$ cat config.mk
export PLATFORM = sky130hd
export DESIGN_NAME = serial_link_arbiter
export DESIGN_NICKNAME = d
export VERILOG_FILES = /design/src/rtl/serial_link_pkg.sv /design/src/rtl/serial_bit_timer.sv /design/src/rtl/serial_link_arbiter.sv
export SDC_FILE = /design/constraint.sdc
export NUM_CORES = 1
export LEC_CHECK = 0
export ABC_AREA = 1
export CELL_PAD_IN_SITES_DETAIL_PLACEMENT = 0
export CELL_PAD_IN_SITES_GLOBAL_PLACEMENT = 1
export CORE_ASPECT_RATIO = 1.2
export CORE_MARGIN = 1.5
export CORE_UTILIZATION = 39
export DETAILED_ROUTE_END_ITERATION = 6
export GPL_ROUTABILITY_DRIVEN = 0
export MAX_ROUTING_LAYER = met4
export PLACE_DENSITY = 0.91
export SLEW_MARGIN = 20
export SYNTH_ARGS = -nofsm -noshare
export SYNTH_HDL_FRONTEND = slang
export SYNTH_SLANG_ARGS = --single-unit
$ cat constraint.sdc
create_clock -name Clk -period 2.41 [get_ports Clk]
set_input_delay 0.241 -clock Clk [delete_from_list [all_inputs] [get_ports Clk]]
set_output_delay 0.241 -clock Clk [all_outputs]
set_load 0.05 [all_outputs]
$ cat src/rtl/serial_link_pkg.sv
// Shared constants for the two-channel serial link arbiter: FSM encoding,
// frame layout and channel ids.
package serial_link_pkg;

  typedef logic [1:0] state_t;

  localparam state_t IDLE  = 2'd0;
  localparam state_t SHIFT = 2'd1;
  localparam state_t GAP   = 2'd2;

  localparam int FRAME_BITS = 11;

  typedef logic [3:0] bit_idx_t;
  localparam bit_idx_t LAST_BIT = 4'(FRAME_BITS - 1);

  localparam logic START_BIT = 1'b0;
  localparam logic STOP_BIT  = 1'b1;

  localparam logic CH1 = 1'b0;
  localparam logic CH2 = 1'b1;

  function automatic logic frame_parity(input logic [7:0] data, input logic odd);
    return (^data) ^ odd;
  endfunction

endpackage

$ cat src/rtl/serial_bit_timer.sv
// Bit-period timer: divides Clk into SCout half-periods of DIV cycles and
// strobes the last cycle of each bit period.
module serial_bit_timer #(
  parameter int DIV = 4
) (
  input  logic clk_i,
  input  logic rst_i,
  input  logic load_i,
  input  logic run_i,
  input  logic last_bit_i,
  output logic sc_o,
  output logic bit_start_o,
  output logic bit_end_o
);

  localparam int DW = (DIV > 1) ? $clog2(DIV) : 1;
  localparam logic [DW-1:0] DIV_LAST = DW'(DIV - 1);

  logic [DW-1:0] div_q, div_d;
  logic          sc_q, sc_d;
  logic          half_end;

  assign half_end    = run_i && (div_q == DIV_LAST);
  assign bit_end_o   = half_end && sc_q;
  // A new bit begins on the edge that closes every period except the stop bit.
  assign bit_start_o = bit_end_o && !last_bit_i;
  assign sc_o        = sc_q;

  always_comb begin
    div_d = div_q;
    sc_d  = sc_q;
    if (load_i) begin
      div_d = '0;
      sc_d  = 1'b0;
    end else if (run_i) begin
      if (half_end) begin
        div_d = '0;
        sc_d  = sc_q ? last_bit_i : 1'b1;
      end else begin
        div_d = div_q + DW'(1);
      end
    end else begin
      div_d = '0;
      sc_d  = 1'b1;
    end
  end

  always_ff @(posedge clk_i) begin
    if (rst_i) begin
      div_q <= '0;
      sc_q  <= 1'b1;
    end else begin
      div_q <= div_d;
      sc_q  <= sc_d;
    end
  end

endmodule

$ cat src/rtl/serial_link_arbiter.sv
// Round-robin arbiter sharing one framed serial link between two byte sources.
// state | meaning
// IDLE  | link quiet, arbitrate on any request
// SHIFT | sending start, D7..D0, parity, stop
// GAP   | inter-frame idle, SCout/SDout held high
module serial_link_arbiter
  import serial_link_pkg::*;
#(
  parameter int DIV        = 4,
  parameter int GAP_BITS   = 2,
  parameter int PARITY_ODD = 0
) (
  input  logic       Clk,
  input  logic       Rst,
  input  logic       Req1,
  input  logic [7:0] PDin1,
  output logic       Ack1,
  input  logic       Req2,
  input  logic [7:0] PDin2,
  output logic       Ack2,
  output logic       SCout,
  output logic       SDout,
  output logic       Busy,
  output logic       GntId
);

  localparam int GAP_LEN = GAP_BITS * 2 * DIV;
  localparam int GW      = (GAP_LEN > 1) ? $clog2(GAP_LEN) : 1;
  localparam logic [GW-1:0] GAP_LAST = GW'((GAP_LEN > 0) ? GAP_LEN - 1 : 0);
  localparam logic PAR_ODD = (PARITY_ODD != 0);

  state_t        state_q, state_d;
  logic [7:0]    sr_q, sr_d;
  logic          par_q, par_d;
  bit_idx_t      bit_cnt_q, bit_cnt_d;
  logic [GW-1:0] gap_cnt_q, gap_cnt_d;
  logic          last_q, last_d;
  logic          gnt_q, gnt_d;
  logic          ack1_q, ack1_d;
  logic          ack2_q, ack2_d;
  logic          busy_q, busy_d;
  logic          sd_q, sd_d;

  logic       grant;
  logic       winner;
  logic [7:0] win_data;
  logic       last_bit;
  logic       bit_start;
  logic       bit_end;
  logic       sc;

  assign grant    = (state_q == IDLE) && (Req1 || Req2);
  // On a tie the channel that did not go last wins.
  assign winner   = Req2 ? (Req1 ? ~last_q : CH2) : CH1;
  assign win_data = (winner == CH2) ? PDin2 : PDin1;
  assign last_bit = (bit_cnt_q == LAST_BIT);

  serial_bit_timer #(
    .DIV(DIV)
  ) u_timer (
    .clk_i      (Clk),
    .rst_i      (Rst),
    .load_i     (grant),
    .run_i      (state_q == SHIFT),
    .last_bit_i (last_bit),
    .sc_o       (sc),
    .bit_start_o(bit_start),
    .bit_end_o  (bit_end)
  );

  always_comb begin
    state_d   = state_q;
    sr_d      = sr_q;
    par_d     = par_q;
    bit_cnt_d = bit_cnt_q;
    gap_cnt_d = gap_cnt_q;
    last_d    = last_q;
    gnt_d     = gnt_q;
    ack1_d    = 1'b0;
    ack2_d    = 1'b0;
    busy_d    = busy_q;
    sd_d      = sd_q;

    case (state_q)
      IDLE: begin
        if (grant) begin
          state_d   = SHIFT;
          sr_d      = win_data;
          par_d     = frame_parity(win_data, PAR_ODD);
          last_d    = winner;
          gnt_d     = winner;
          ack1_d    = (winner == CH1);
          ack2_d    = (winner == CH2);
          busy_d    = 1'b1;
          sd_d      = START_BIT;
          bit_cnt_d = '0;
        end
      end

      SHIFT: begin
        if (bit_end && last_bit) begin
          sd_d = STOP_BIT;
          if (GAP_LEN == 0) begin
            state_d = IDLE;
            busy_d  = 1'b0;
          end else begin
            state_d   = GAP;
            gap_cnt_d = '0;
          end
        end else if (bit_start) begin
          bit_cnt_d = bit_cnt_q + 4'd1;
          if (bit_cnt_q < 4'd8) begin
            sd_d = sr_q[7];
            sr_d = {sr_q[6:0], 1'b0};
          end else if (bit_cnt_q == 4'd8) begin
            sd_d = par_q;
          end else begin
            sd_d = STOP_BIT;
          end
        end
      end

      GAP: begin
        if (gap_cnt_q == GAP_LAST) begin
          state_d = IDLE;
          busy_d  = 1'b0;
        end else begin
          gap_cnt_d = gap_cnt_q + GW'(1);
        end
      end

      default: begin
        state_d = IDLE;
        busy_d  = 1'b0;
        sd_d    = 1'b1;
      end
    endcase
  end

  always_ff @(posedge Clk) begin
    if (Rst) begin
      state_q   <= IDLE;
      sr_q      <= '0;
      par_q     <= 1'b0;
      bit_cnt_q <= '0;
      gap_cnt_q <= '0;
      last_q    <= CH2;
      gnt_q     <= CH1;
      ack1_q    <= 1'b0;
      ack2_q    <= 1'b0;
      busy_q    <= 1'b0;
      sd_q      <= 1'b1;
    end else begin
      state_q   <= state_d;
      sr_q      <= sr_d;
      par_q     <= par_d;
      bit_cnt_q <= bit_cnt_d;
      gap_cnt_q <= gap_cnt_d;
      last_q    <= last_d;
      gnt_q     <= gnt_d;
      ack1_q    <= ack1_d;
      ack2_q    <= ack2_d;
      busy_q    <= busy_d;
      sd_q      <= sd_d;
    end
  end

  assign Ack1  = ack1_q;
  assign Ack2  = ack2_q;
  assign SCout = sc;
  assign SDout = sd_q;
  assign Busy  = busy_q;
  assign GntId = gnt_q;

endmodule
=== After elaboration in Yosys (flattened, before gate mapping) ===
Index checks and enable logic that the tools add are counted.

* $add $sub $neg: 3
* $lt $le $gt $ge: 1
* Eq/ne operators: 15
* Muxes and demuxes: 32
* Bitwise gates (word level): 6
* Reductions and logical operators: 20

{| class="wikitable"
|+ Operators by type and width
! cell !! number
|-
| $mux 8 || 5
|-
| $mux 4 || 5
|-
| $pmux 4 s2 || 2
|-
| $pmux 8 s2 || 1
|-
| $ne 2x2->1 const B || 7
|-
| $mux 1 || 13
|-
| $eq 4x4->1 const B || 3
|-
| $reduce_and 3->1 || 4
|-
| $add 4x1->4 const B || 2
|-
| $reduce_xor 8->1 || 1
|-
| $mux 2 || 3
|-
| $ne 3x3->1 const B || 2
|-
| $not 1->1 || 6
|-
| $pmux 1 s3 || 2
|-
| $pmux 2 s3 || 1
|-
| $logic_and 1x1->1 || 5
|-
| $reduce_and 5->1 || 1
|-
| $eq 2x2->1 const B || 2
|-
| $lt 4x4->1 const B || 1
|-
| $reduce_and 4->1 || 1
|-
| $reduce_bool 2->1 || 2
|-
| $reduce_or 4->1 || 1
|-
| $reduce_or 3->1 || 1
|-
| $add 2x1->2 const B || 1
|-
| other kinds (5) || 5
|}

* Register bits: 28
* Input port bits: 20
* Word-level logic and storage cells: 90

=== Longest topological paths before layout ===
* Depth in word-level cells: 7
* Mapped depth: 14
* Mapped depth without buffers: 13

=== Cells and area by module ===
A second synthesis with hierarchy kept.

* Cell total of the unflattened synthesis: 260
* Area total of the unflattened synthesis: 1657.8 µm²

{| class="wikitable"
|+ By module, submodules not included
! module !! instances !! cells each !! area an instance (µm²) !! sequential area each (µm²)
|-
| serial_link_arbiter || 1 || 238 || 1498.9 || 500.5
|-
| serial_bit_timer || 1 || 22 || 158.9 || 60.1
|}

=== Worst setup path after synthesis ===
Ideal clock, no wire load.

* Kind: register to register
* Start point: register u_timer.sc_q (netlist: u_timer.sc_o)
* End point: register sr_q[1]
* Setup time: 0.113 ns
* Arrival time: 1.448 ns
* Data required time: 2.297 ns
* Setup slack: 0.849 ns
* Stages on the path, launching flop included: 9
* Cells stage by stage: dfxtp_1 > nand4_2 > nand2_1 > inv_2 > o211ai_2 > buf_6 > nand2_1 > nand2_1 > nor2_1

* Cells in the longest elaborated chain, start to end: 4

{| class="wikitable"
|+ Ends and longest elaborated chain
! what !! RTL line !! source
|-
| start, declared || serial_bit_timer.sv:20 || <nowiki>logic sc_q, sc_d;</nowiki>
|-
| start signal, assigned || serial_bit_timer.sv:51 || <nowiki>sc_q <= 1'b1;</nowiki>
|-
| start signal, assigned || serial_bit_timer.sv:54 || <nowiki>sc_q <= sc_d;</nowiki>
|-
| $logic_and 1x1->1 (*) || serial_bit_timer.sv:24 || <nowiki>assign bit_end_o = half_end && sc_q;</nowiki>
|-
| $logic_and 1x1->1 (on tied branches) || serial_link_arbiter.sv:101, serial_bit_timer.sv:26 ||
|-
| $ne 2x2->1 (no source line) || n/a ||
|-
| $reduce_and 5->1 (no source line) (*) || n/a ||
|-
| end signal, assigned || serial_link_arbiter.sv:155 || <nowiki>sr_q <= sr_d;</nowiki>
|-
| end, declared || serial_link_arbiter.sv:33 || <nowiki>logic [7:0] sr_q, sr_d;</nowiki>
|}

Every way passes the cells marked *; elsewhere a longest branch is shown, timed or not.
A chain may end at the register's enable or synchronous reset.

=== Worst setup path after layout ===
* Start point: register u_timer.sc_q (netlist: u_timer.sc_o)
* End point: output port SCout

{| class="wikitable"
|+ RTL lines
! what !! RTL line !! source
|-
| end, declared || serial_link_arbiter.sv:21 || <nowiki>output logic SCout,</nowiki>
|}

No word-level cell between the ends.

==> results.toml <==
[yosys]
syn_nets = 306
synth_top_area_cell = "dfxtp_1"
netlist_area_um2 = 1710
synth_cell_types = 27
synth_seq_cells = 28
synth_top_area_share_pct = 32.9
yosysSeqAreaShare_pct = 32.9
syn_inst = 281
ys_warn_count = 0
synth.avg_cell_area_um2 = 6.07
ys_top_cells_by_area = "dfxtp_1, nand2_1, inv_1"

[power]
cellLeakagePower_nw = 1.05
p_per_area_nw_per_um2 = 874
ir_worst_vdd_mv = 0.438

[timing]
setup_viol_count_final = 0
drv_slew = 0
fin_tns_setup_ns = 0
period_share_pct = 75.1
fmax_mhz = 553
hold_viol_final = 0
rsz0062_at_grt = "false"
layout_min_cycle_time_ns = 1.81
skew_ns = 0.00546
setup_slack_ns = 0.600
worstMarginPinSlew_ns = 0.631
slew_headroom_pct = 57.8

[final_layout]
area_growth_pct = 21.9
finalNetCount = 332
drive_above_1_share_pct = 6.54
final_design_area_no_fill_um2 = 2080
diodes = 0

[detailed_routing]
dr_total_vias = 1689
drt-total-wl_um = 3720
wl_per_cell_um = 10.3
antenna_left = 0
drc = 0
first_pass_iters = 4
first_iter_violations = 87
viasPerCell = 4.67

[critical_path]
worst-path-buf-inv = 1
start_kind = "flip-flop"
critical_path.cell_chain = "clkdlybuf4s50_1"
critical_path_class = "flip-flop to output pin"
critPathMaxFanout = 6
critPathRequiredTime_ns = 2.17
cp.arrival_ns = 1.57
cp_top_family = "buffers and inverters"
crit_slowest_cell = "clkdlybuf4s50_1"
max_stage_delay_ns = 0.84
endpoint_kind = "output pin"

[global_routing]
antenna_found_initial = 0
grt_max_degree = 21
overflow = 0
grt_pass1_wl_um = 6180
grt_pass1_vias = 1501
track_usage_pct = 16.3

[place]
io_buffers = 25
hpwl_um = 2860
place_area_um2 = 2010
pre_cts_slack_ns = 0.345

[clock_tree]
cts_tree = "built"
clkLatencyLatePin_ns = 0.27
cts_made_buffers = 3
clk_pin_slew_worst_paths_ns = 0.09
clock-sinks = 28
cts_setup_buffers = 0
h-tree-depth = 1
root_buffer = "clkbuf_8"
clock_path_buffers = 2
cts.repair.resized = 0
postCtsHoldBufs = 0

[min_path]
hp-class = "flip-flop to flip-flop"

[floorplanning]
fp.dieW_um = 63.4
rows = 26
dieArea_um2 = 4780
die_h_um = 75.4
io_pins = 26
core-area_um2 = 4230
start_util_pct = 40.3

[run]
max_cap_viol_count = 0

[status]
status = "finished clean"
-- state kept, by name, summed over array words and instances (netlist names), 2 cells and up --
| register | flops |
|---|---|
| gap_cnt_q | 4 |
| bit_cnt_q | 4 |
| state_q | 2 |
| u_timer.div_q | 2 |
| sr_q | 8 |
-- cells in the final DEF (no fill, tap or decap), drive strengths merged --
cell           instances
a21oi                 11
ha                     5
nand3                 19
nand4                  2
a31oi                  1
o21ai                 13
nor2                  31
inv                   37
nand3b                 5
nor3                   4
nand2                112
xor2                   1
o211ai                 2
bufinv                 1
clkdlybuf4s50         25
dfxtp                 28
and3                   2
clkbuf                 3
buf                    4
-- synthesized netlist by cell type (all sizes together) --
| library cell | number |
|---|---|
| nand4 | 2 |
| a31oi | 1 |
| inv | 37 |
| o21ai | 13 |
| nand2 | 112 |
| dfxtp | 28 |
| xor2 | 1 |
| clkbuf | 2 |
| nor3 | 4 |
| and3 | 2 |
| nand3b | 5 |
| o211ai | 2 |
| a21oi | 11 |
| nor2 | 31 |
| buf | 6 |
| nand3 | 19 |
| ha | 5 |
-- layer usage --
metal	track usage, %	wire length, um
met3	1.03	88
met5	-	0
met1	19.3	1770
met4	5.07	34
met2	30.1	1830
-- worst paths after layout --
| kind | endpoint | slack (ns) | depth (start not counted) | start |
|---|---|---|---|---|
| hold reg to reg | u_timer.div_q[0] | 0.43 | 1 | u_timer.div_q[0] |
| setup reg to reg | bit_cnt_q[0] | 0.64 | 9 | state_q[0] |
| setup / recovery | SCout | 0.60 | 1 | u_timer.sc_o |
| hold / removal | u_timer.div_q[0] | 0.43 | 1 | u_timer.div_q[0] |
-- logic make-up after synthesis --
kind of cell	after synthesis	synth area share [%]
buf+inv	45	10.9
xor+xnor	1	0.514
flops	28	32.9
simple gates	175	43.0
compound gates	27	9.02
fa+ha+maj	5	3.67
-- stage by stage --
stage	util [%]	instances	hold WS (ns)	power (W)
floorplan	-	281	0.405	0.00126
global placement	47.5	358	0.425	0.00147
detailed placement	47.5	358	0.419	0.00147
CTS	49.2	362	0.433	0.00184
global route	49.2	362	0.456	0.00197
finish	49.2	362	0.431	0.00182
-- power breakdown --
group	internal [W]	switching [W]	leakage [nW]	total, W
clock	0.000222	0.000146	0.0357	0.000368
combinational	0.000272	0.000528	0.787	0.000800
sequential	0.000575	0.0000742	0.230	0.000649
total	0.00107	0.000748	1.05	0.00182
-- layout make-up --
cell class / instances / area, um^2
Inverter: 37 / 139
Fill cell: 460 / 2150
Sequential cell: 28 / 561
Clock buffer: 3 / 41.3
Multi-Input combinational cell: 208 / 958
Tap cell: 56 / 70.1
Timing Repair Buffer: 29 / 280
Clock inverter: 1 / 30.0
Power figures use the tool's default switching activity.
